$ cat src/rtl/ibex_register_file_scanner.sv
// rtl/ibex_register_file_scanner.sv - sequential register file reader with stream output and rotate-XOR signature
//
// Walks x0..x(NUM_WORDS-1) through a single register file read port, presents
// each word with its index on a valid/ready stream, and accumulates a
// rotate-left-by-one XOR signature over the whole file.
//
// Ports:
//   clk_i          clock
//   rst_ni         asynchronous active-low reset
//   start_i        begin a scan (sampled only while idle)
//   abort_i        cancel a scan in progress
//   rd_req_o       read port request
//   rd_gnt_i       read port grant; rdata_i valid for raddr_o this cycle
//   raddr_o        read address
//   rdata_i        read data
//   data_valid_o   output word valid
//   data_ready_i   downstream accepts the word
//   data_o         captured register value
//   idx_o          register index of data_o
//   busy_o         scan in progress
//   done_o         one-cycle pulse at the end of a full scan
//   signature_o    running signature, held between scans

module ibex_register_file_scanner #(
  parameter bit          RV32E     = 1'b0,
  parameter int unsigned DataWidth = 32
) (
  input  logic                 clk_i,
  input  logic                 rst_ni,
  input  logic                 start_i,
  input  logic                 abort_i,
  output logic                 rd_req_o,
  input  logic                 rd_gnt_i,
  output logic [4:0]           raddr_o,
  input  logic [DataWidth-1:0] rdata_i,
  output logic                 data_valid_o,
  input  logic                 data_ready_i,
  output logic [DataWidth-1:0] data_o,
  output logic [4:0]           idx_o,
  output logic                 busy_o,
  output logic                 done_o,
  output logic [DataWidth-1:0] signature_o
);

  typedef enum logic [1:0] {
    StIdle,
    StRead,
    StSend,
    StDone
  } state_e;

  localparam logic [4:0] LastIdx = RV32E ? 5'd15 : 5'd31;

  state_e               state_q;
  logic [4:0]           idx_q;
  logic [DataWidth-1:0] data_q;
  logic [DataWidth-1:0] sig_q;

  always_ff @(posedge clk_i or negedge rst_ni) begin
    if (!rst_ni) begin
      state_q <= StIdle;
      idx_q   <= 5'd0;
      data_q  <= '0;
      sig_q   <= '0;
    end else begin
      case (state_q)
        StIdle: begin
          // abort_i is irrelevant here: a start always wins while idle.
          if (start_i) begin
            idx_q   <= 5'd0;
            sig_q   <= '0;
            state_q <= StRead;
          end
        end
        StRead: begin
          if (abort_i) begin
            state_q <= StIdle;
          end else if (rd_gnt_i) begin
            data_q  <= rdata_i;
            sig_q   <= {sig_q[DataWidth-2:0], sig_q[DataWidth-1]} ^ rdata_i;
            state_q <= StSend;
          end
        end
        StSend: begin
          // data_q and idx_q are untouched here until the handshake, so the
          // presented word stays stable under backpressure.
          if (abort_i) begin
            state_q <= StIdle;
          end else if (data_ready_i) begin
            if (idx_q == LastIdx) begin
              state_q <= StDone;
            end else begin
              idx_q   <= idx_q + 5'd1;
              state_q <= StRead;
            end
          end
        end
        StDone: begin
          state_q <= StIdle;
        end
        default: begin
          state_q <= StIdle;
        end
      endcase
    end
  end

  // All outputs decode directly from registered state; no input reaches an
  // output combinationally.
  assign rd_req_o     = (state_q == StRead);
  assign raddr_o      = {(RV32E ? 1'b0 : idx_q[4]), idx_q[3:0]};
  assign data_valid_o = (state_q == StSend);
  assign data_o       = data_q;
  assign idx_o        = idx_q;
  assign busy_o       = (state_q != StIdle);
  assign done_o       = (state_q == StDone);
  assign signature_o  = sig_q;

endmodule
$ cat config.mk
export PLATFORM = sky130hd
export DESIGN_NAME = ibex_register_file_scanner
export DESIGN_NICKNAME = d
export VERILOG_FILES = /design/src/rtl/ibex_register_file_scanner.sv
export SDC_FILE = /design/constraint.sdc
export NUM_CORES = 1
export LEC_CHECK = 0
export BUFFER_PORTS_ARGS = -buffer_cell sky130_fd_sc_hd__buf_2
export CAP_MARGIN = 15
export CORE_AREA = 3 3 59 115
export DETAILED_ROUTE_END_ITERATION = 8
export DIE_AREA = 0 0 62 118
export PLACE_DENSITY = 0.83
export SYNTH_ARGS = -nofsm -noshare
export SYNTH_HDL_FRONTEND = slang
export SYNTH_SLANG_ARGS = --single-unit
$ cat constraint.sdc
create_clock -name clk_i -period 5.1 [get_ports clk_i]
set_clock_uncertainty 0.05 [all_clocks]
set_input_delay 0.765 -clock clk_i [delete_from_list [all_inputs] [get_ports clk_i]]
set_output_delay 0.765 -clock clk_i [all_outputs]
set_load 0.01 [all_outputs]
==> impl_metrics.env <==
export IMPL_status="finished clean"
export IMPL_io_pins=116
export IMPL_relSlewSlack_pct=27.51
export IMPL_synth_top_family_by_area="multiplexers"
export IMPL_cts_hold_buffers=0
export IMPL_ys_types=36
export IMPL_p_leak_nw=2.112
export IMPL_drive_gt1_share_pct=39.59
export IMPL_die_x_um=62
export IMPL_row_count=40
export IMPL_grt_pass1_wl_um=10430
export IMPL_synth_adder_area_share_pct=0.8153
export IMPL_synth_xor_area_share_pct=9.132
export IMPL_ys_seq_area_share_pct=57.89
export IMPL_cts_buffer_depth=2
export IMPL_drv_slew=0
export IMPL_die_h_um=118
export IMPL_worst_pin_slew_ns=1.087
export IMPL_min_path_type="flip-flop to flip-flop"
export IMPL_dr_pass1_iters=4
export IMPL_ys_ff_latch=71
export IMPL_io_buffer_count=115
export IMPL_num_nets_final=376
export IMPL_syn_to_final_growth_pct=29.31
export IMPL_nFillCells=470
export IMPL_numCtsBuffers=9
export IMPL_fin_crit_ns=2.520
export IMPL_setup_viol=0
export IMPL_syn_inst=225
export IMPL_p_per_area_mw_per_mm2=463.9
export IMPL_cts_resized=0
export IMPL_period_share_pct=49.42
export IMPL_ir_worst_vdd_v=0.0002497
export IMPL_grtUsageMet1_pct=21.34
export IMPL_crit_arrival_ns=2.68
export IMPL_yosysTopAreaCellShare_pct=57.89
export IMPL_synth_area_mm2=0.003069
export IMPL_crit_start="abort_i"
export IMPL_synth_avg_cell_area_um2=13.64
export IMPL_core_mm2=0.006056
export IMPL_grt_util_all_layers_pct=19.09
export IMPL_clkSlewWorstSetupHoldPaths_ns=0.06
export IMPL_cts_tree="built"
export IMPL_synth_net_count=265
export IMPL_grt_ovfl_total=0
export IMPL_start_util_pct=50.68
export IMPL_ant_nets=0
export IMPL_dr_first_iter_drc_count=94
export IMPL_crit_required_ns=5.25
export IMPL_yosys_area_share_simple_pct=5.014
export IMPL_drc=0
export IMPL_maxCapViolCount=0
export IMPL_worst_setup_path_type="primary input to flip-flop"
export IMPL_grtUsageMet2_pct=31.49
export IMPL_use_met3_pct=5.269
export IMPL_grt_max_degree=72
export IMPL_clock_sinks=71
export IMPL_regToRegStartpoint="state_q[0]"
export IMPL_avgViaCountPerCell=5.275
export IMPL_grt_busiest_layer="met2"
export IMPL_startpoint_type="primary input"
export IMPL_num_vias=2242
export IMPL_fmax_ghz=0.3968
export IMPL_routabilityCongestion=0.8006
export IMPL_path_max_fanout=37
export IMPL_diodes=0
export IMPL_cts_htree_levels=3
export IMPL_yosys_mux_area_fraction_pct=12.07
export IMPL_cp_end_kind="flip-flop"
export IMPL_ys_warn_count=0
export IMPL_fin_tns_setup_ns=0
export IMPL_synth_compound_area_share_pct=11.58
export IMPL_hold_start="data_o[27]"
export IMPL_worstSkewPairLatency_ns=0.33
export IMPL_post_drt_wl_per_cell_um=15.65
export IMPL_synth_area_leader_cell="dfrtp_1"
export IMPL_synth_top_cells_by_area="dfrtp_1 (58%), mux2_1 (12%), a22o_1 (9.1%), xor2_1 (9.1%), buf_4 (2.0%)"
export IMPL_wirelength_um=6653
export IMPL_grt_pass1_vias=2213
export IMPL_rsz0062_at_grt="no"
export IMPL_dieArea_mm2=0.007316
export IMPL_setup_slack_ns=2.580
export IMPL_hold_viol_final=0
export IMPL_cts_setup_buffers=0
export IMPL_antenna_found_initial=0
export IMPL_pre_cts_ws_ns=2.213
export IMPL_cts_root_buf="clkbuf_16"
export IMPL_hpwl_um=4722
==> placed cells by master, fill, tap and decap left out, types with 2 or more instances in the layout <==
cell type / synthesis / layout
o211ai_1: 4 / 4
buf_4: 8 / 2
clkbuf_16: 0 / 9
buf_2: 4 / 115
nand2_1: 3 / 3
nand3_1: 5 / 5
or3b_1: 2 / 2
xor2_1: 32 / 32
clkinv_2: 0 / 3
mux2_1: 32 / 32
nor2b_1: 2 / 2
dfrtp_1: 71 / 71
a22o_1: 32 / 32
clkinvlp_4: 0 / 2
nand2b_1: 3 / 3
ha_1: 2 / 2
==> final cells by class <==
cell class                      instances  area (um^2)  share of cell area, %
Inverter                                2        7.507                 0.1892
Sequential cell                        71         1777                  44.77
Clock buffer                           10        239.0                  6.021
Clock inverter                          6        60.06                  1.513
Tap cell                               84        105.1                  2.648
Multi-Input combinational cell        135         1190                  29.98
Timing Repair Buffer                  117        590.6                  14.88
==> path summary, 6_finish.rpt <==
path                              end  slack [ns]  cells after the start
max in group asynchronous    idx_o[3]        3.83                      2
min reg2reg                data_o[27]        0.43                      1
min                        data_o[27]        0.43                      1
max reg2reg                data_o[16]        2.75                      4
max                        data_o[16]        2.58                      5
min in group asynchronous   data_o[3]        0.57                      2
==> registers in the layout, summed over array words and instances, names as in the netlist <==
name	flops
state_q	2
data_o	32
idx_o	5
signature_o	32
==> cells in the mapped netlist <==
cell and instances:
a21o_1 1, mux2i_1 1, nand3_1 5, nor2_1 1
o311ai_1 1, xor2_1 32, or2_1 1, buf_1 1
clkbuf_2 1, inv_2 1, o31ai_1 1, inv_1 1
nand3b_1 1, o22ai_1 1, a22o_1 32, o21ai_1 1
clkbuf_1 3, nand2_1 3, mux2_1 32, nor2b_1 2
or3b_1 2, and2_1 1, nand2b_1 3, buf_2 4
and3_1 1, nand4bb_1 1, or4_1 1, nand4_1 1
a21oi_1 1, nor3b_1 1, o211ai_1 4, ha_1 2
dfrtp_1 71, o21ai_0 1, buf_4 8, nor2_2 1
==> through the flow <==
stage	total power [mW]	hold WS (ns)	util [%]	std cells	cell area (um^2)
global route	1.938	0.4397	65.54	425	3969
detailed placement	1.241	0.4205	60.60	409	3670
finish	1.841	0.4277	65.54	425	3969
global placement	1.224	0.4129	60.60	409	3670
CTS	1.866	0.4328	65.54	425	3969
floorplan	1.023	0.4194	-	225	3069
==> critical path: stages <==
cell,delay [ns]
buf_2,0.13
nand3b_1,0.22
nor2_4,0.72
buf_4,0.45
mux2_1,0.36
==> cells by family after synthesis <==
| family | count (synthesis) |
|---|---|
| adder cells (fa/ha/maj) | 2 |
| XOR/XNOR | 32 |
| buffers and inverters | 19 |
| AND/OR/NAND/NOR | 25 |
| multiplexers | 33 |
| AO/OA/AOI/OAI | 43 |
| flip-flops | 71 |
==> per-layer routing <==
layer	wire, um	part of all wire [%]
met5	0	0
met4	189	2.8
met3	360	5.4
met2	3579	54
met1	2523	38
==> power breakdown <==
group / switching [mW] / leakage [nW] / total (mW) / internal (mW)
logic: 0.225 / 1.06 / 0.435 / 0.210
registers: 0.0895 / 0.908 / 0.790 / 0.701
clock network: 0.227 / 0.144 / 0.616 / 0.389
Note: power is estimated with default switching activity, not from simulation.
